## src/rtl/axis_axi_write_burst.sv

```systemverilog
// AXI4 write-burst master: takes one AXI-Stream packet and writes it as a single INCR burst.
// WLAST comes from an internal beat counter; s_axis_tlast is only checked for consistency.
module axis_axi_write_burst #(
    parameter int C_M_AXI_ADDR_WIDTH = 32,
    parameter int C_M_AXI_DATA_WIDTH = 64
) (
    input  logic                              m_axi_aclk,
    input  logic                              m_axi_areset,
    output logic [C_M_AXI_ADDR_WIDTH-1:0]     m_axi_awaddr,
    output logic [7:0]                        m_axi_awlen,
    output logic [2:0]                        m_axi_awsize,
    output logic [1:0]                        m_axi_awburst,
    output logic [2:0]                        m_axi_awprot,
    output logic                              m_axi_awlock,
    output logic                              m_axi_awvalid,
    input  logic                              m_axi_awready,
    output logic [C_M_AXI_DATA_WIDTH-1:0]     m_axi_wdata,
    output logic [C_M_AXI_DATA_WIDTH/8-1:0]   m_axi_wstrb,
    output logic                              m_axi_wlast,
    output logic                              m_axi_wvalid,
    input  logic                              m_axi_wready,
    input  logic [1:0]                        m_axi_bresp,
    input  logic                              m_axi_bvalid,
    output logic                              m_axi_bready,
    input  logic [C_M_AXI_DATA_WIDTH-1:0]     s_axis_tdata,
    input  logic                              s_axis_tvalid,
    output logic                              s_axis_tready,
    input  logic                              s_axis_tlast,
    input  logic                              run,
    input  logic [C_M_AXI_ADDR_WIDTH-1:0]     start_addr,
    input  logic [9:0]                        byte_length,
    output logic                              busy,
    output logic                              done,
    output logic [1:0]                        resp,
    output logic                              tlast_err,
    output logic [1:0]                        o_dbg_state
);

    localparam int          LP_BSHIFT = $clog2(C_M_AXI_DATA_WIDTH / 8);
    localparam logic [2:0]  LP_AWSIZE = 3'(LP_BSHIFT);

    typedef enum logic [1:0] {
        S_IDLE = 2'd0,
        S_ADDR = 2'd1,
        S_DATA = 2'd2,
        S_RESP = 2'd3
    } state_t;

    state_t                          r_state;
    state_t                          w_next;
    logic [C_M_AXI_ADDR_WIDTH-1:0]   r_awaddr;
    logic [7:0]                      r_awlen;
    logic [7:0]                      r_beat_cnt;
    logic                            r_done;
    logic [1:0]                      r_resp;
    logic                            r_tlast_err;

    logic [9:0]                      w_beats;
    logic                            w_start;
    logic                            w_enable;
    logic                            w_wlast;
    logic                            w_beat;

    // Handshakes: a transfer happens on any rising edge where valid && ready;
    // the master holds payload stable while valid is high and ready is low.
    assign w_beats  = byte_length >> LP_BSHIFT;
    assign w_start  = (r_state == S_IDLE) && run && (w_beats != 10'd0);
    assign w_enable = (r_state == S_DATA);
    assign w_wlast  = w_enable && (r_beat_cnt == r_awlen);
    assign w_beat   = w_enable && s_axis_tvalid && m_axi_wready;

    always_ff @(posedge m_axi_aclk) begin
        if (m_axi_areset) begin
            r_state <= S_IDLE;
        end else begin
            r_state <= w_next;
        end
    end

    always_comb begin
        w_next = r_state;
        case (r_state)
            S_IDLE: if (w_start) w_next = S_ADDR;
            S_ADDR: if (m_axi_awready) w_next = S_DATA;
            S_DATA: if (w_beat && w_wlast) w_next = S_RESP;
            S_RESP: if (m_axi_bvalid) w_next = S_IDLE;
            default: w_next = S_IDLE;
        endcase
    end

    always_comb begin
        m_axi_awvalid = 1'b0;
        m_axi_bready  = 1'b0;
        m_axi_wvalid  = 1'b0;
        s_axis_tready = 1'b0;
        busy          = 1'b0;
        case (r_state)
            S_ADDR: begin
                m_axi_awvalid = 1'b1;
                busy          = 1'b1;
            end
            S_DATA: begin
                m_axi_wvalid  = s_axis_tvalid;
                s_axis_tready = m_axi_wready;
                busy          = 1'b1;
            end
            S_RESP: begin
                m_axi_bready  = 1'b1;
                busy          = 1'b1;
            end
            default: ;
        endcase
    end

    // Counter and status registers; a non-final beat carrying tlast, or a final beat without it, is flagged.
    always_ff @(posedge m_axi_aclk) begin
        if (m_axi_areset) begin
            r_awaddr    <= '0;
            r_awlen     <= 8'd0;
            r_beat_cnt  <= 8'd0;
            r_done      <= 1'b0;
            r_resp      <= 2'b00;
            r_tlast_err <= 1'b0;
        end else begin
            r_done <= 1'b0;
            if (w_start) begin
                r_awaddr    <= start_addr;
                r_awlen     <= w_beats[7:0] - 8'd1;
                r_beat_cnt  <= 8'd0;
                r_tlast_err <= 1'b0;
            end
            if (w_beat) begin
                r_beat_cnt <= r_beat_cnt + 8'd1;
                if (s_axis_tlast != w_wlast) begin
                    r_tlast_err <= 1'b1;
                end
            end
            if ((r_state == S_RESP) && m_axi_bvalid) begin
                r_done <= 1'b1;
                r_resp <= m_axi_bresp;
            end
        end
    end

    assign m_axi_awaddr  = r_awaddr;
    assign m_axi_awlen   = r_awlen;
    assign m_axi_awsize  = LP_AWSIZE;
    assign m_axi_awburst = 2'b01;
    assign m_axi_awprot  = 3'b000;
    assign m_axi_awlock  = 1'b0;
    assign m_axi_wdata   = s_axis_tdata;
    assign m_axi_wstrb   = '1;
    assign m_axi_wlast   = w_wlast;
    assign done          = r_done;
    assign resp          = r_resp;
    assign tlast_err     = r_tlast_err;
    assign o_dbg_state   = r_state;

endmodule
```

## config.mk

```make
export PLATFORM = sky130hd
export DESIGN_NAME = axis_axi_write_burst
export DESIGN_NICKNAME = d
export VERILOG_FILES = /design/src/rtl/axis_axi_write_burst.sv
export SDC_FILE = /design/constraint.sdc
export NUM_CORES = 1
export LEC_CHECK = 0
export CELL_PAD_IN_SITES_DETAIL_PLACEMENT = 1
export CELL_PAD_IN_SITES_GLOBAL_PLACEMENT = 1
export CORE_AREA = 2 2 96 98
export DETAILED_ROUTE_END_ITERATION = 16
export DIE_AREA = 0 0 98 100
export DONT_BUFFER_PORTS = 1
export PLACE_DENSITY_LB_ADDON = 0.1
export SLEW_MARGIN = 10
export SYNTH_ARGS = -nofsm -noshare
export SYNTH_HDL_FRONTEND = slang
export SYNTH_SLANG_ARGS = --single-unit
```

## constraint.sdc

```tcl
create_clock -name m_axi_aclk -period 2 [get_ports m_axi_aclk]
set_input_delay 0.4 -clock m_axi_aclk [delete_from_list [all_inputs] [get_ports m_axi_aclk]]
set_output_delay 0.4 -clock m_axi_aclk [all_outputs]
set_load 0.02 [all_outputs]
```

== Word level (Yosys, flattened, before mapping) ==
Index checks and enable logic that the tools add are counted.
Cells by class
  add/subtract/negate cells: 2
  mux-type cells: 16
  equal/unequal tests: 9
  reduce and logical (&&, ||, !) cells: 12
Operators by type and width (number)
  8-bit two-way mux: 2
  10-bit nonzero test: 1
  1-bit two-way mux: 9
  8-bit by 1-bit adder with 8-bit output, second input constant: 1
  8-bit equality test: 1
  2-bit two-way mux: 4
  2-bit case mux with 4 select lines: 1
  7-bit by 1-bit subtractor with 8-bit output, second input constant: 1
  1-bit logical AND: 7
  2-bit != test, second input constant: 3
  2-bit equality test, second input constant: 2
  4-bit AND reduction: 1
  3-bit OR reduction: 1
  2-bit by 1-bit equality test with 1-bit output, second input constant: 1
  2-bit zero test: 1
  2-bit by 1-bit != test with 1-bit output, second input constant: 1
  2-bit nonzero test: 1
  1-bit != test: 1
Storage, ports and cells
  input bits: 116
  register bits after elaboration: 54
  output and inout port bits: 133
  logic and storage cells: 46

== Longest topological paths before layout ==
Gate-level depths: netlist (run 1).
  word-level depth: 6
  gate-level depth with buffers: 9

== Least setup slack after synthesis (run 1) ==
Ideal clock, no wire load.
  path type: flip-flop to flip-flop
  start point: register r_state[1], in the netlist o_dbg_state[1]
  end point: register r_beat_cnt[7]
  period minus slack after synthesis: 1821 ps
  setup slack: 179 ps
  setup time: 70 ps
  data arrival time: 1750 ps
  data required time: 1930 ps
  stages on the path, launching flop included: 7
  cell sequence: dfxtp_1 ha_1 and3_1 clkbuf_1 nand3_1 or3_1 a21oi_1
Between the ends
  cells in the longest elaborated chain, start to end: 4
  elaborated cells between the ends (all ways): 8
  those cells by class: eq/ne: 1; mux: 1; reduce/logical: 6
RTL lines
  start: declaration: RTL line 49  | state_t r_state;
  start signal: assignment: RTL line 76  | r_state <= w_next;
  2-bit equality test or 2-bit zero test (tied branches): RTL line 68, 67
  1-bit logical AND, on equally long branches (2 in a row): RTL line 70, 67
  8-bit two-way mux or 2-bit nonzero test (tied branches)
  end signal: assignment: RTL line 133  | r_beat_cnt <= r_beat_cnt + 8'd1;
  end: declaration: RTL line 53  | logic [7:0] r_beat_cnt;
Several ways; a longest one is shown, not always the timed one.
A chain may end at the register's enable or synchronous reset.

== Worst setup path in the final report (run 1) ==
  start point: register r_beat_cnt[5]
  end point: output port m_axi_wlast
Between the ends
  cells in the longest elaborated chain, start to end: 2
RTL lines
  8-bit equality test: RTL line 69  | assign w_wlast = w_enable && (r_beat_cnt == r_awlen);
  1-bit logical AND: RTL line 69
  end: declaration: RTL line 19  | output logic m_axi_wlast,
No other way between the ends.

==> results by group, run 1 <==
Synthesis
  – Post-synthesis sequential area ratio: between 30% and 40%
  – Yosys warnings: 0
  – Most used DFF post-synth: dfxtp_1
  – Syn_area_per_cell: 7.98 sq um
  – Gate Count Post-Synth: between 300 and 400
  – Async set-reset flop share out of synthesis: 0%
  – #FFs+latches synth: 54
  – Distinct cell type count after synthesis: 36
  – Synthesized area: 2930 sq um
  – Post-synth EDFFs: 0

STA
  – Post-route clock period utilization: 95.3%
  – Fmax: 0.525 GHz
  – Final hold vios: 0
  – Final Critical Period: 1.91 ns
  – RSZ-0062 raised after global routing: no
  – Clock skew: 0.0120 ns
  – # setup viols final: 0
  – Pins Over Slew Limit: 0
  – Sum Neg Setup Slack: 0 ns

CTS
  – CTS tree: built
  – Reg clk slew, reported paths: about 0.11 ns
  – Clock buffer depth: 2
  – H-Tree Depth: 2
  – Clock latency on the worst-skew pair: about 0.32 ns
  – CTS root buf: clkbuf_8
  – Num CTS Buffers: 5
  – Post-CTS Hold Buffers: 0
  – Number of clock sinks: 54

Routing
  – Final ANT Viol Nets: 0
  – DR iter-0 viols: 50
  – Vias/cell: 4.91
  – Drt first pass iters: 4
  – Via count: between 2,000 and 2,500
  – Wire per inst: 16.0 um
  – Aggregate routed wire length: between 6000 and 7000 um
  – Drc violations: 0

Floorplanning
  – Die width: around 98 um
  – Io pins: 249
  – Core area: 8890 sq um
  – Cell row count: 35
  – Initial Util: about a third
  – Die height: ~100 um
  – Die area: just under 10,000 sq um

Min path
  – Min-delay src: byte_length[3]
  – Hold Crit Class: in -> reg
  – Hold depth: 1
  – Hold Path Sink: m_axi_awlen[0]

Pwr
  – VDD IR max: between 300 and 400 uV
  – Leak Pwr: a little under 1 nW
  – Power per cell area: roughly 1200 nW/um^2

GRT
  – Initial antenna violation count: 0
  – Gr ovfl total: 0
  – Largest net degree at the start of global routing: 58
  – Tot GR Track Use: approximately an eighth
  – First-pass GRT wire length: about 10,000 um
  – Grt met3 use: 4.74%
  – Routing usage on met1: around 15%
  – Met2 GRT Util: 22.0%
  – Most Crowded Layer GR: met2
  – Vias in the first global route: 2,111

Cells and area
  – Multi-input gate area: ~1200 sq um
  – Utilization after layout: ~30%
  – FILL cells: 1,077
  – Final net count: between 400 and 500
  – Final Non-Filler Cells: 420
  – Diode count: 0
  – Share of layout cells above drive strength 1: 11.0%
  – FF/Latch Area: 1080 sq um
  – Layout area overhead: -7.73%

Place
  – DP HPWL: around 4700 um
  – RePlAce Congestion: around 0.74
  – IO Port Bufs: 0
  – Post-Place Cells: between 400 and 500

Setup path
  – Reg2reg start: o_dbg_state[0]
  – Worst path max stage delay: about 0.49 ns
  – R2r worst-path depth: 7
  – Worst Setup SP: r_beat_cnt[5]
  – Critical Path End Type: output port
  – CP Data Arrival Time: around 1.5 ns
  – Worst setup SP type: register
  – Max stage delay cell, worst path: dfxtp_1
  – Worst R2R Setup Slack: roughly 0.28 ns
  – CP Class: reg -> out
  – End of the worst register-to-register path: o_dbg_state[0]
  – CP Data Required Time: 1.60 ns
  – Max FO, Critical Path: 6
  – CP Cell Sequence: xnor2_1, nand4_1, nor2_1, and2_2

Run
  – Max-cap viol count: 0

Status
  – Status: completed
[flip-flops by register name, summed over array words and instances, names as in the netlist]
| signal | count |
|---|---|
| r_beat_cnt | 8 |
| m_axi_awlen | 8 |
| tlast_err | 1 |
| m_axi_awaddr | 32 |
| resp | 2 |
| done | 1 |
| o_dbg_state | 2 |
[cell usage after synthesis, drive strengths merged (4+ instances only)]
cell type  count  area (sq um)
dfxtp         54          1080
buf           90           672
xnor2         11          96.3
a211oi         8          60.1
nand3          8          40.0
a21oi         41           205
clkbuf         8          30.0
nor2          15          56.3
inv            7          26.3
nand2         77           289
nor3           4          20.0
ha             7          87.6
[layout make-up]
class                           instances  area share, %
Multi-Input combinational cell        224           44.6
Tap cell                              111           5.14
Timing Repair Buffer                   16           5.83
Sequential cell                        54           40.0
Clock buffer                            5           2.55
Inverter                                7          0.972
Clock inverter                          3          0.880
[worst max path at each step]
stage	cells past startpoint	slack, ns	end
2_1_floorplan	6	0.18	r_beat_cnt[7]
3_3_place_gp	8	0.11	m_axi_awaddr[20]
3_5_place_dp	8	0.06	m_axi_awaddr[13]
4_1_cts	4	0.02	m_axi_wlast
5_1_grt	4	0.03	m_axi_wlast
6_report	4	0.09	m_axi_wlast
[metrics by stage]
stage	hold WS, ns	total power, mW	setup WS, ns	area (sq um)
3_3_place_gp	0.477	2.71	0.112	2600
3_5_place_dp	0.478	2.74	0.0576	2600
5_1_grt	0.122	3.59	0.0345	2700
4_1_cts	0.125	3.40	0.0181	2690
6_report	0.156	3.35	0.0947	2700
2_1_floorplan	0.474	2.56	0.179	2990
[routing by layer]
metal	part of all wire, %	vias to the layer above
met5	0	-
met4	1.1	0
met3	9.3	12
met2	48	94
met1	42	972
li1	-	985
[cells by family (layout without fill, tap and decap cells)]
kind of cell | after synthesis | in the layout | share of synthesized area [%]
flip-flops | 54 | 54 | 36.9
AND/OR/NAND/NOR | 121 | 122 | 17.7
other | 2 | 17 | 0.256
multiplexers | 2 | 2 | 0.726
AO/OA/AOI/OAI | 63 | 63 | 12.6
XOR/XNOR | 13 | 13 | 3.89
adder cells (fa/ha/maj) | 7 | 7 | 2.99
buffers and inverters | 105 | 31 | 24.9
[placed cells by master, fill, tap and decap left out, types with 2 or more instances in the layout]
master / count
o211ai_1: 2
o31ai_1: 2
nand2b_1: 3
xnor2_1: 11
xor2_1: 2
dfxtp_1: 53
a211oi_1: 8
clkinvlp_4: 2
nand3_1: 8
and2_1: 2
o21ai_0: 2
conb_1: 17
ha_1: 6
buf_4: 13
clkbuf_8: 5
inv_1: 7
nor2_1: 14
nand2_1: 76
nand4_1: 3
a21oi_1: 41
a311oi_1: 3
nor3_1: 4
buf_12: 3
nand3b_1: 2
and3_1: 2
[where the power goes]
part	internal (mW)	total, mW	leakage [nW]	switching (mW)
Clock	0.252	0.645	0.0408	0.393
Combinational	0.440	1.18	0.504	0.737
Sequential	1.26	1.53	0.442	0.269
[worst max-delay path: cells and delay by family, from the launching register on]
kind | cells | cell delay, ns
XOR/XNOR | 1 | 0.15
flip-flops | 1 | 0.49
AND/OR/NAND/NOR | 3 | 0.55
[repair_timing]
action / in CTS / in global routing
setup buffers: 0 / 0
gates cloned: 0 / 1
pin swaps: 0 / 1
setup endpoints to repair: 1 / 3
gates resized for setup: 1 / 3
No activity file was read; power rests on OpenSTA's default activity.
==> run 2: changes to the inputs <==
==> config.mk (replaced) <==
export PLATFORM = sky130hd
export DESIGN_NAME = axis_axi_write_burst
export DESIGN_NICKNAME = d
export VERILOG_FILES = /design/src/rtl/axis_axi_write_burst.sv
export SDC_FILE = /design/constraint.sdc
export NUM_CORES = 1
export LEC_CHECK = 0
export CORE_AREA = 2 2 98 100
export DETAILED_ROUTE_END_ITERATION = 16
export DIE_AREA = 0 0 100 102
export DONT_BUFFER_PORTS = 1
export SLEW_MARGIN = 10
export SYNTH_ARGS = -nofsm -noshare
export SYNTH_HDL_FRONTEND = slang
export SYNTH_SLANG_ARGS = --single-unit
==> run 2 against run 1 <==
Effect of this change:
- sequential power about the same
- die area is 4.1% higher
- cell area shrank 0.46%
- global-route usage is 1.7 points lower
- wire length shrank 12%
- largest cell class unchanged
==> results by group, run 2 (synthesis gave the netlist of run 1 again) <==
Status
  – Status: completed

CTS
  – Number of clock sinks: 54
  – CTS tree: built
  – Num CTS Buffers: 5
  – Clock buffer depth: 2
  – H-Tree Depth: 2
  – Clock latency on the worst-skew pair: roughly 0.30 ns
  – Post-CTS Hold Buffers: 0
  – Post-CTS sizing: 0
  – CTS root buf: clkbuf_8
  – Reg clk slew, reported paths: about 0.1 ns
  – # Post-CTS Setup Buffers: 0

STA
  – Pins Over Slew Limit: 0
  – RSZ-0062 raised after global routing: no
  – Final Critical Period: between 1.5 and 2 ns
  – Transition time at the pin with the least slew margin: 0.585 ns
  – Sum Neg Setup Slack: 0 ns
  – Worst setup margin: between 0.1 and 0.15 ns
  – Fmax: 0.540 GHz
  – Post-route clock period utilization: 92.6%
  – Clock skew: 0.0111 ns
  – Slew headroom: 60.9%
  – # setup viols final: 0
  – Final hold vios: 0

Cells and area
  – Most frequent cells in the layout: nand2_1 (77), dfxtp_1 (53), a21oi_1 (41)
  – Diode count: 0
  – Share of layout cells above drive strength 1: between 10% and 20%
  – FILL cells: approximately 1,000
  – FF/Latch Area: about 1100 sq um
  – Number of flip-flops in the largest register: 32
  – Final net count: ~430
  – Layout area overhead: -8.16%
  – Multi-input gate area: about 1200 sq um
  – Most common cell after layout, fill and taps aside: nand2_1

Setup path
  – Crit path max-delay family: simple AND/OR/NAND/NOR gates
  – Max stage delay cell, worst path: dfxtp_1
  – Worst setup SP type: register
  – Buf/Inv on CP: 0
  – CP Cell Sequence: xnor2_1, nand4_1, nor2_1, and2_2
  – Worst R2R Setup Slack: around 0.21 ns
  – Critical Path End Type: output port
  – Worst path max stage delay: approximately 0.46 ns
  – CP Class: reg -> out
  – CP Data Arrival Time: between 1 and 1.5 ns
  – Max FO, Critical Path: 6
  – CP Data Required Time: around 1.6 ns

Routing
  – Via count: 2,019
  – Final ANT Viol Nets: 0
  – Met2 Routed Length: ~3000 um
  – Drc violations: 0
  – Vias/cell: a little under 5
  – Met3 Wirelength: slightly below 400 um
  – Aggregate routed wire length: between 5000 and 6000 um
  – M1 WL: 2420 um
  – DR iter-0 viols: 72
  – Wire per inst: 14.1 um
  – Drt first pass iters: 4
  – DR top layer: met4

Pwr
  – Sw power: approximately 1.3 mW
  – Clk pwr share: 21.6%
  – Power per cell area: 1240 nW/um^2
  – Sw frac: about two fifths
  – Leak Pwr: 0.999 nW
  – Int Power: 2.03 mW
  – Sequential Power Share: about 46%
  – VDD IR max: approximately 350 uV
  – Gate power share: approximately a third

Place
  – IO Port Bufs: 0
  – RePlAce Congestion: about 0.81
  – DP HPWL: 4460 um
  – Dpl ws: 0.0292 ns

Floorplanning
  – Initial Util: 32.2%
  – Die height: between 100 and 150 um
  – Cell row count: 35
  – Core area: ~9100 sq um
  – Die width: approximately 100 um
  – Io pins: around 250
  – Die area: roughly 10,000 sq um

GRT
  – Gr ovfl total: 0
  – Vias in the first global route: around 1,900
  – Tot GR Track Use: 11.1%
  – Largest net degree at the start of global routing: 58
  – Initial antenna violation count: 0
  – First-pass GRT wire length: roughly 9000 um

Min path
  – Hold Crit Class: in -> reg

Run
  – Max-cap viol count: 0
-- run 2: per-layer routing --
metal	vias up	track usage [%]
met3	18	3.15
met4	0	5.69
met2	88	19.2
met1	926	12.6
li1	987	-
met5	-	0
-- run 2: cell type report --
type | instances | share of cell area, %
Multi-Input combinational cell | 223 | 44.4
Sequential cell | 54 | 40.2
Timing Repair Buffer | 17 | 5.21
Tap cell | 111 | 5.16
Clock buffer | 5 | 2.56
Clock inverter | 3 | 1.49
Inverter | 7 | 0.977
-- run 2: power by group through the flow --
stage,clock [mW],combinational (mW),sequential [mW]
global placement,0,1.09,1.55
detailed placement,0,1.12,1.55
global route,0.809,1.22,1.55
floorplan,0,0.956,1.61
finish,0.720,1.09,1.52
CTS,0.762,1.12,1.53
-- run 2: worst paths after layout --
kind | start | end | depth (start not counted)
min reg2reg | o_dbg_state[0] | o_dbg_state[0] | 2
min | m_axi_areset | r_beat_cnt[2] | 1
max | r_beat_cnt[5] | m_axi_wlast | 4
max reg2reg | o_dbg_state[1] | m_axi_awaddr[10] | 7
-- run 2: worst reg2reg max path: stages (launching register included) --
cell     delay, ns
dfxtp_1       0.36
inv_1         0.09
ha_1          0.25
inv_1         0.11
nor2_4        0.47
buf_12        0.24
nand2_1       0.07
a21oi_1       0.13
-- run 2: stage by stage --
stage	total power, mW	instance area (sq um)	utilization (%)	cells	hold slack [ns]
floorplan	2.56	2990	-	382	0.474
global placement	2.64	2580	28.3	412	0.475
detailed placement	2.67	2580	28.3	412	0.476
CTS	3.41	2690	29.5	420	0.132
global route	3.58	2690	29.5	420	0.132
finish	3.34	2690	29.5	420	0.164
